### src/rtl/shift_add_multiplier_pkg.sv
// Shared definitions for the shift-and-add multiplier. The operand width default
// matches the restoring divider, so products can be checked by dividing them back.
package shift_add_multiplier_pkg;

  localparam int DEFAULT_WIDTH = 4;
  localparam int MIN_WIDTH     = 2;
  localparam int MAX_WIDTH     = 16;

  typedef enum logic [1:0] {
    IDLE = 2'b00,
    RUN  = 2'b01,
    DONE = 2'b10
  } state_t;

  // Iteration counter width: enough to hold WIDTH-1 plus one guard bit.
  function automatic int count_width(input int width);
    return $clog2(width) + 1;
  endfunction

endpackage

### src/rtl/shift_add_multiplier_add_nb.sv
// WIDTH-bit ripple-carry adder built from a chain of full-adder cells; the
// multiplier instantiates one of these for its add-and-shift step.
module add_nb
  import shift_add_multiplier_pkg::*;
#(
  parameter int WIDTH = DEFAULT_WIDTH
) (
  input  logic [WIDTH-1:0] a,
  input  logic [WIDTH-1:0] b,
  output logic [WIDTH-1:0] sum,
  output logic             cout
);

  logic [WIDTH:0] carry;

  assign carry[0] = 1'b0;

  for (genvar i = 0; i < WIDTH; i++) begin : g_fa
    logic half;
    assign half         = a[i] ^ b[i];
    assign sum[i]       = half ^ carry[i];
    assign carry[i+1]   = (a[i] & b[i]) | (carry[i] & half);
  end

  assign cout = carry[WIDTH];

endmodule

### src/rtl/shift_add_multiplier.sv
// Sequential unsigned shift-and-add multiplier: one add-and-shift per cycle over
// WIDTH cycles, start/done handshake, product taken live from {A,Q}.
module shift_add_multiplier
  import shift_add_multiplier_pkg::*;
#(
  parameter int WIDTH = DEFAULT_WIDTH
) (
  input  logic               clk,
  input  logic               rst_n,
  input  logic               start,
  input  logic [WIDTH-1:0]   multiplicand,
  input  logic [WIDTH-1:0]   multiplier,
  output logic               busy,
  output logic               done,
  output logic [2*WIDTH-1:0] product
);

  localparam int CNT_W = count_width(WIDTH);
  localparam logic [CNT_W-1:0] LAST = CNT_W'(WIDTH - 1);

  if (WIDTH < MIN_WIDTH || WIDTH > MAX_WIDTH) begin : g_bad_width
    $error("shift_add_multiplier: WIDTH out of range");
  end

  state_t           state;
  logic [WIDTH-1:0] m_reg;
  logic [WIDTH-1:0] a_reg;
  logic [WIDTH-1:0] q_reg;
  logic             c_reg;
  logic [CNT_W-1:0] count;

  logic [WIDTH-1:0] addend;
  logic [WIDTH-1:0] sum;
  logic             cout;
  logic             c_next;

  // A zero addend makes the adder pass A through with no carry, which is the
  // "Q[0]=0" branch of the iteration without a second datapath.
  assign addend = q_reg[0] ? m_reg : '0;

  add_nb #(.WIDTH(WIDTH)) u_add (
    .a    (a_reg),
    .b    (addend),
    .sum  (sum),
    .cout (cout)
  );

  // C is cleared by every shift, so it only ever contributes zero here.
  assign c_next  = cout | c_reg;
  assign product = {a_reg, q_reg};

  always_ff @(posedge clk or negedge rst_n) begin
    if (!rst_n) begin
      state <= IDLE;
      busy  <= 1'b0;
      done  <= 1'b0;
      m_reg <= '0;
      a_reg <= '0;
      q_reg <= '0;
      c_reg <= 1'b0;
      count <= '0;
    end else begin
      case (state)
        IDLE: begin
          done <= 1'b0;
          if (start) begin
            m_reg <= multiplicand;
            q_reg <= multiplier;
            a_reg <= '0;
            c_reg <= 1'b0;
            count <= '0;
            busy  <= 1'b1;
            state <= RUN;
          end else begin
            busy  <= 1'b0;
          end
        end

        RUN: begin
          a_reg <= {c_next, sum[WIDTH-1:1]};
          q_reg <= {sum[0], q_reg[WIDTH-1:1]};
          c_reg <= 1'b0;
          count <= count + 1'b1;
          if (count == LAST) begin
            busy  <= 1'b0;
            done  <= 1'b1;
            state <= DONE;
          end
        end

        DONE: begin
          done <= 1'b0;
          if (start) begin
            m_reg <= multiplicand;
            q_reg <= multiplier;
            a_reg <= '0;
            c_reg <= 1'b0;
            count <= '0;
            busy  <= 1'b1;
            state <= RUN;
          end else begin
            busy  <= 1'b0;
            state <= IDLE;
          end
        end

        default: begin
          busy  <= 1'b0;
          done  <= 1'b0;
          state <= IDLE;
        end
      endcase
    end
  end

endmodule

### config.mk
export PLATFORM = sky130hd
export DESIGN_NAME = shift_add_multiplier
export DESIGN_NICKNAME = d
export VERILOG_FILES = /design/src/rtl/shift_add_multiplier_pkg.sv /design/src/rtl/shift_add_multiplier_add_nb.sv /design/src/rtl/shift_add_multiplier.sv
export SDC_FILE = /design/constraint.sdc
export NUM_CORES = 1
export LEC_CHECK = 0
export BUFFER_PORTS_ARGS = -buffer_cell sky130_fd_sc_hd__clkbuf_2
export CORE_MARGIN = 8
export CORE_UTILIZATION = 52
export DETAILED_ROUTE_END_ITERATION = 10
export GPL_ROUTABILITY_DRIVEN = 0
export PLACE_DENSITY = 0.77
export SLEW_MARGIN = 15
export SYNTH_ARGS = -nofsm -noshare
export SYNTH_HDL_FRONTEND = slang
export SYNTH_SLANG_ARGS = --single-unit
### constraint.sdc
create_clock -name clk -period 2.8 [get_ports clk]
set_clock_uncertainty 0.05 [all_clocks]
set_input_delay 0.42 -clock clk [delete_from_list [all_inputs] [get_ports clk]]
set_output_delay 0.42 -clock clk [all_outputs]
set_load 0.01 [all_outputs]
==> results of run 1 <==
[layout by cell type, fill, tap and decap left out, drive strengths merged]
master,netlist,routed
and2,3,3
xnor2,1,1
o22ai,2,2
a21oi,2,2
nor2b,2,2
inv,7,7
nor2,5,5
nand2,16,16
nor3,2,2
nand3,1,1
ha,3,3
and2b,2,2
mux2,2,2
o31ai,1,1
o21ai,4,4
a211oi,2,2
nand2b,2,2
clkbuf,0,24
fa,3,3
a22o,6,6
mux2i,3,3
dfrtp,19,19
[final cells by class]
type	count	area, um2	share of cell area, %
Clock buffer	4	26.28	2.397
Inverter	7	26.28	2.397
Multi-Input combinational cell	62	436.7	39.84
Sequential cell	19	475.5	43.38
Tap cell	25	31.28	2.854
Timing Repair Buffer	20	100.1	9.132
[how the worst max path moves through the flow]
stage / start / endpoint / slack (ns) / cells after the start
final: q_reg[0] / a_reg[2] / 0.50 / 10
after detailed placement: q_reg[0] / a_reg[2] / 0.52 / 10
after floorplan: q_reg[0] / a_reg[2] / 0.61 / 10
after global routing: q_reg[0] / a_reg[2] / 0.34 / 10
after global placement: q_reg[0] / a_reg[2] / 0.63 / 10
after CTS: q_reg[0] / a_reg[2] / 0.50 / 10
[cell usage after synthesis, types with 2 or more instances]
| cell type | count | area (um2) |
|---|---|---|
| and2b_1 | 2 | 15.01 |
| mux2_2 | 2 | 22.52 |
| fa_1 | 3 | 60.06 |
| nand2_1 | 16 | 60.06 |
| a211oi_1 | 2 | 15.01 |
| o21ai_0 | 2 | 10.01 |
| dfrtp_1 | 19 | 475.5 |
| o21ai_1 | 2 | 10.01 |
| nor2b_1 | 2 | 12.51 |
| o22ai_1 | 2 | 12.51 |
| inv_1 | 7 | 26.28 |
| mux2i_1 | 3 | 30.03 |
| a22o_1 | 6 | 52.55 |
| a21oi_1 | 2 | 10.01 |
| buf_4 | 2 | 15.01 |
| ha_1 | 3 | 37.54 |
| nor3_1 | 2 | 10.01 |
| and2_1 | 3 | 18.77 |
| nor2_1 | 5 | 18.77 |
[cell families (layout without fill, tap and decap cells)]
group | after synthesis | in the layout | share of synthesized area, %
buffers and inverters | 10 | 31 | 4.830
adders and majority gates | 6 | 6 | 10.18
AOI/OAI and AO/OA | 17 | 17 | 12.27
muxes | 5 | 5 | 5.483
and+or+nand+nor | 33 | 33 | 16.71
DFF | 19 | 19 | 49.61
xor gates and xnor gates | 1 | 1 | 0.9140
[per-stage QoR]
step	worst slack [ns]	hold slack [ns]
after floorplan	0.6082	0.07441
after global placement	0.6279	0.3465
after detailed placement	0.5155	0.3424
after CTS	0.4974	0.02334
after global routing	0.3371	0.05083
final	0.5044	0.01394
[metal layers]
| metal | up-vias | part of all wire, % | wire length [um] | GRT usage (%) |
|---|---|---|---|---|
| li1 | 348 | - | - | - |
| met1 | 343 | 47 | 866 | 13.80 |
| met2 | 14 | 47 | 863 | 19.00 |
| met3 | 2 | 5.1 | 93 | 2.826 |
| met4 | 0 | 0.92 | 17 | 5.119 |
| met5 | - | 0 | 0 | 0 |
[power groups by stage]
stage	Combinational (W)	Clock (W)	Sequential [W]
2_1_floorplan	0.000375	0	0.000511
3_3_place_gp	0.000488	0	0.000526
3_5_place_dp	0.000508	0	0.000537
4_1_cts	0.000510	0.000138	0.000530
5_1_grt	0.000567	0.000145	0.000552
6_report	0.000499	0.000133	0.000529
[critical path, stage by stage, from the launching register on]
cell and delay [ns]:
dfrtp_1 0.43, and2_1 0.16, ha_1 0.14, inv_1 0.05, fa_1 0.35, inv_1 0.07, fa_1 0.16, inv_1 0.05
fa_1 0.47, o21ai_0 0.07, a22o_1 0.20
==> impl_metrics.ini, run 1 <==
[outcome]
status = finished clean

[finish]
area_growth_syn_to_layout_pct = 14.36
drive_above_1_share_pct = 23.21
final_cells = 137
stdcell_area_mm2 = 0.001096
final_util_pct = 63.48
antennaDiodeCount = 0
final.fill_count = 157
nets = 130

[grt]
grt_antenna_before_repair = 0
grt_pass1_vias = 759
grt_pass1_wl_um = 3118
grt_max_degree = 20
grt-ovfl-total = 0
grt_usage_pct = 11.53

[setup_path]
cp_max_fo = 6
end_kind = flip-flop
arrival_ns = 2.43
critical_path_required_ns = 2.94
cp-start-kind = flip-flop
rrSetupSlack_ns = 0.50
critical_path_class = reg2reg
r2r_cells = 10
r2r-start = q_reg[0]
r2r-end = a_reg[2]

[sta]
tightest_slew_ns = 0.5352
finalHoldViolCount = 0
setup_viol = 0
period_minus_slack_ns = 2.296
finalCritPeriodShare_pct = 81.99
rsz0062_at_grt = false
slew_headroom_pct = 64.32
fmax_ghz = 0.4356
fin_setup_tns_ns = 0
report.final.slew_viol_count = 0

[detailed_routing]
wire_per_inst_um = 13.43
firstDrtPassIters = 3
drc_errors = 0
vias_per_cell = 5.161
ant_nets = 0
vias = 707
drt_iter0_drc = 9
finalWirelength_um = 1840

[synthesis]
synth_area_per_cell_um2 = 10.53
synthesis.area_um2 = 958.4
synth_edf_count = 0
syn_inst = 91
syn_nets = 108
ys_ff_latch = 19
async_reset_ff_share_pct = 100.0
yosysWarnings = 0
synth_flop_cell = dfrtp_1
yosysUniqueCellTypes = 25
ys_seq_area_share_pct = 49.61

[power]
swShare_pct = 39.54
power_w = 0.001162
ir_drop_mv = 0.7625
power_frac_comb_pct = 43.0
p_leak_nw = 0.5383
p_seq_share_pct = 45.6
internal_power_w = 0.0007023
p_per_area_mw_per_mm2 = 1060
p_clk_share_pct = 11.5
p_sw_w = 0.0004592

[floorplanning]
row_count = 15
die_h_um = 58.93
pin_count = 21
core_area_mm2 = 0.001727
fp.dieArea_mm2 = 0.003473
die_x_um = 58.93
start_util_pct = 55.51

[placement]
placed_cell_area_mm2 = 0.001070
hpwl_um = 1415
dp_cells = 133
port_buffers = 20

[clock_tree]
cts-root-buf = clkbuf_4
hold_buffers = 0
cts_resized = 0
cts_tree = built
cts_buffers = 3
htree_levels = 1
numClockSinks = 19
postCtsSetupRepairBufs = 0
worstSkewPairLatency_ns = 0.28
clk_pin_slew_ns = 0.11
cts_buffer_depth = 2

[worst_hold_path]
min_path_type = in2async

[job]
cap_violations = 0
(Power assumes the default switching activity.)
==> run 2, diff against run 1 <==
CORE_ASPECT_RATIO = 0.7   (was not set)
CORE_UTILIZATION = 47   (was 52)
PLACE_DENSITY = 0.73   (was 0.77)
clock period = 2 ns   (was 2.8 ns; I/O delays follow)
==> run 2 against run 1 <==
Effect of this change:
- the flow now finishes with violations (setup timing)
- register-to-register slack worse by 0.65 ns
- sequential share of layout area down 1.6 points
- flip-flop and latch count unchanged
- cell count up 1.5%
- largest cell class unchanged
- highest routed layer unchanged
- sequential power up 37%
- combinational power up 55%
==> impl_metrics.ini, run 2 (synthesis results as in run 1) <==
[setup_path]
r2r-start = m_reg[0]
end_kind = flip-flop
arrival_ns = 2.29
rrSetupSlack_ns = -0.14
r2r-end = a_reg[2]
r2r_cells = 10
critical_path_required_ns = 2.14
cp-start-kind = flip-flop
cp_max_fo = 2
critical_path_class = reg2reg

[finish]
nets = 135
final_util_pct = 60.34
final.fill_count = 162
final_common_cell = clkbuf_2
final_cells = 139
drive_above_1_share_pct = 30.77
area_growth_syn_to_layout_pct = 18.80
antennaDiodeCount = 0
layout_common_cells = clkbuf_2, dfrtp_1, nand2_1

[grt]
grt_max_degree = 20
grt-ovfl-total = 0
grt_pass1_vias = 692
grt_usage_pct = 11.21
grt_antenna_before_repair = 0
grt_pass1_wl_um = 3277

[sta]
setup_viol = 3
slew_headroom_pct = 66.05
tightest_slew_ns = 0.5093
finalCritPeriodShare_pct = 107.2
report.final.slew_viol_count = 0
finalHoldViolCount = 0
period_minus_slack_ns = 2.144
finalWorstSetupSlack_ns = -0.1440
fmax_ghz = 0.4664
rsz0062_at_grt = true

[floorplanning]
fp.dieArea_mm2 = 0.003763
core_area_mm2 = 0.001887
pin_count = 21
start_util_pct = 50.80
die_h_um = 53.78
die_x_um = 69.98
row_count = 13

[worst_hold_path]
worstHoldPathCells = 3
min_to = m_reg[0]
min_from = multiplicand[0]
min_path_type = in2reg

[placement]
dp_cells = 133
hpwl_um = 1499
port_buffers = 20

[detailed_routing]
ant_nets = 0
drt_iter0_drc = 49
firstDrtPassIters = 3
wire_per_inst_um = 13.93
finalWirelength_um = 1936
drc_errors = 0
vias = 694
vias_per_cell = 4.993

[power]
ir_drop_mv = 1.140
p_per_area_mw_per_mm2 = 1488
p_leak_nw = 0.5620

[clock_tree]
worstSkewPairLatency_ns = 0.30
numClockSinks = 19
cts_buffer_depth = 2
cts_buffers = 3
htree_levels = 1
cts-root-buf = clkbuf_4
clk_pin_slew_ns = 0.11
cts_tree = built

[outcome]
violations = setup timing
status = finished with violations

[job]
cap_violations = 0
## run 2: metal layers
layer	track usage (%)	part of all wire, %
met5	0	0
met1	13.93	53
met2	17.10	41
met4	3.987	0.72
met3	5.138	4.8
## run 2: area by class of cell
class	instances	area (um2)	area share [%]
clock inverters	1	5.005	0.4396
flip-flops and latches	19	475.5	41.76
repair buffers	25	140.1	12.31
inverters	7	26.28	2.308
clock buffers	3	22.52	1.978
multi-input cells	62	441.7	38.79
well taps	22	27.53	2.418
## run 2: worst max path at each step
stage / start / end / slack, ns / cells after the start
global route: q_reg[0] / a_reg[2] / -0.23 / 10
CTS: q_reg[0] / a_reg[2] / -0.15 / 10
finish: m_reg[0] / a_reg[2] / -0.14 / 10
floorplan: q_reg[0] / a_reg[2] / -0.19 / 10
global placement: q_reg[0] / a_reg[2] / -0.13 / 10
detailed placement: q_reg[0] / a_reg[2] / -0.18 / 10
## run 2: what timing repair did
action                     CTS  global route
hold endpoints to repair    19             0
setup buffers                1             0
hold buffers                 1             0
gates resized for setup      5             1
setup endpoints to repair    3             3
## run 2: critical path: stages (launching register included)
cell	delay, ns
dfrtp_1	0.36
and2_1	0.12
ha_1	0.15
inv_2	0.04
fa_2	0.32
inv_2	0.07
fa_2	0.19
inv_2	0.04
fa_1	0.47
o21ai_1	0.05
a22o_1	0.18
## run 2: where the power goes
| part | internal, W | switching (W) |
|---|---|---|
| Combinational | 0.000401 | 0.000374 |
| Clock | 0.0000746 | 0.000119 |
| Sequential | 0.000554 | 0.000171 |
## run 2: metrics by stage
step / hold WS (ns) / setup TNS [ns] / cell area (um2) / setup WS [ns] / total power [W]
after floorplan: -0.04559 / -0.3467 / 958.4 / -0.1915 / 0.001240
after global placement: 0.2272 / -0.1662 / 1089 / -0.1284 / 0.001465
after detailed placement: 0.2230 / -0.3561 / 1089 / -0.1768 / 0.001491
after CTS: 0.1246 / -0.2855 / 1139 / -0.1532 / 0.001711
after global routing: 0.1252 / -0.5587 / 1139 / -0.2259 / 0.001857
final: 0.1342 / -0.2739 / 1139 / -0.1440 / 0.001694
==> run 3, diff against run 2 <==
BUFFER_PORTS_ARGS = -buffer_cell sky130_fd_sc_hd__buf_2   (was -buffer_cell sky130_fd_sc_hd__clkbuf_2)
==> run 3 against run 2 <==
Effect of this change:
- the flow still finishes with violations (setup timing)
- cell count down 1.4%
- combinational power grew 2%
- power grew 1.1%
- worst setup slack got worse by 0.018 ns
- non-clock buffer count down 2
- first-iteration DRC count is 51% lower
- cell area increased by 0.33%
- sequential share of layout area fell by 0.14 points
==> impl_metrics.ini, run 3 (synthesis results as in run 1) <==
[outcome]
status = finished with violations
violations = setup timing

[clock_tree]
cts-root-buf = clkbuf_4
cts_tree = built
worstSkewPairLatency_ns = 0.30
htree_levels = 1
cts_buffer_depth = 2
cts_buffers = 3
clk_pin_slew_ns = 0.11
numClockSinks = 19

[sta]
period_minus_slack_ns = 2.162
finalCritPeriodShare_pct = 108.1
slew_headroom_pct = 67.98
finalHoldViolCount = 0
setup_viol = 3
finalWorstSetupSlack_ns = -0.1624
tightest_slew_ns = 0.4803
rsz0062_at_grt = true
fmax_ghz = 0.4625
report.final.slew_viol_count = 0
fin_setup_tns_ns = -0.3001

[floorplanning]
row_count = 13
start_util_pct = 50.80
die_h_um = 53.78
fp.dieArea_mm2 = 0.003763
die_x_um = 69.98
pin_count = 21
core_area_mm2 = 0.001887

[detailed_routing]
drt_iter0_drc = 24
ant_nets = 0
vias = 696
finalWirelength_um = 1880
vias_per_cell = 5.080
drc_errors = 0
firstDrtPassIters = 4
wire_per_inst_um = 13.72

[grt]
grt_max_degree = 20
grt_usage_pct = 10.85
grt_antenna_before_repair = 0
grt-ovfl-total = 0
grt_pass1_vias = 670
grt_pass1_wl_um = 3201

[finish]
area_growth_syn_to_layout_pct = 19.19
nets = 133
antennaDiodeCount = 0
final_util_pct = 60.54
drive_above_1_share_pct = 31.30
final_common_cell = buf_2
layout_common_cells = buf_2, dfrtp_1, nand2_1
final_cells = 137

[placement]
hpwl_um = 1468
dp_cells = 132
port_buffers = 20

[setup_path]
crit_top_cell = inv_2
critPathSlowestCell = fa_1
end_kind = flip-flop
critPathMaxStageDelay_ns = 0.47
cp-start-kind = flip-flop
critical_path_required_ns = 2.14
critical_path_class = reg2reg
arrival_ns = 2.31
cp_top_family = adder cells
crit_buf_inv = 3
cp_max_fo = 2
crit_chain = and2_4 > ha_4 > inv_2 > fa_2 > inv_2 > fa_2 > inv_2 > fa_1 > o21ai_1 > a22o_1

[power]
p_per_area_mw_per_mm2 = 1499
ir_drop_mv = 0.9766
power_w = 0.001712
p_leak_nw = 0.5547

[job]
cap_violations = 0

[worst_hold_path]
min_path_type = in2reg
[run 3: cell types whose count changed in the layout (fill, tap and decap cells not counted)]
cell,delta
mux2_4,+1
buf_4,-2
buf_2,+20
ha_1,-1
clkbuf_2,-20
and2_1,-1
mux2_2,-1
ha_4,+1
and2_4,+1
[run 3: what timing repair did]
| item | CTS | global route |
|---|---|---|
| endpoints found under the setup margin | 3 | 3 |
| setup buffers | 0 | 0 |
| gates resized for setup | 4 | 6 |
| pin swaps | 0 | 0 |
| hold buffers | 1 | 0 |
| gates cloned | 0 | 0 |
| endpoints found under the hold margin | 19 | 0 |
[run 3: path summary, 6_finish.rpt]
path,start,end,slack (ns),cells after the start
max,m_reg[0],a_reg[2],-0.16,10
min,multiplicand[2],m_reg[2],0.13,3
max reg2reg,m_reg[0],a_reg[2],-0.16,10
min reg2reg,m_reg[3],m_reg[3],0.44,2
max in group asynchronous,rst_n,busy,1.20,2
min in group asynchronous,rst_n,count[2],0.40,2
[run 3: routing by layer]
layer,routed length [um],global-route usage (%),share of wire (%),up-vias
met2,762,16.19,41,18
met1,995,13.81,53,321
met4,14,2.990,0.74,0
li1,-,-,-,355
met5,0,0,0,-
met3,108,5.321,5.7,2
[run 3: worst register-to-register path, stage by stage (launching register included)]
cell     delay, ns
dfrtp_1       0.37
and2_4        0.15
ha_4          0.12
inv_2         0.03
fa_2          0.32
inv_2         0.07
fa_2          0.19
inv_2         0.04
fa_1          0.47
o21ai_1       0.06
a22o_1        0.19
[run 3: cell type report]
type                    instances  area [um2]
clock buffers                   3       22.52
inverters                       7       26.28
flip-flops and latches         19       475.5
fillers                       182       744.5
well taps                      22       27.53
repair buffers                 23       125.1
multi-input cells              62       460.4
clock inverters                 1       5.005
[run 3: per-stage QoR]
step	hold WS [ns]	worst slack [ns]	area, um2
after floorplan	-0.04559	-0.1915	958.4
after global placement	0.2116	-0.1286	1081
after detailed placement	0.2155	-0.1921	1081
after CTS	0.1244	-0.1743	1124
after global routing	0.1368	-0.2432	1142
final	0.1295	-0.1624	1142
[run 3: power by group]
| part | switching (W) | leakage (nW) | total, W | internal [W] |
|---|---|---|---|---|
| clock network | 0.000119 | 0.0177 | 0.000194 | 0.0000746 |
| registers | 0.000177 | 0.237 | 0.000731 | 0.000554 |
| logic | 0.000374 | 0.300 | 0.000787 | 0.000413 |
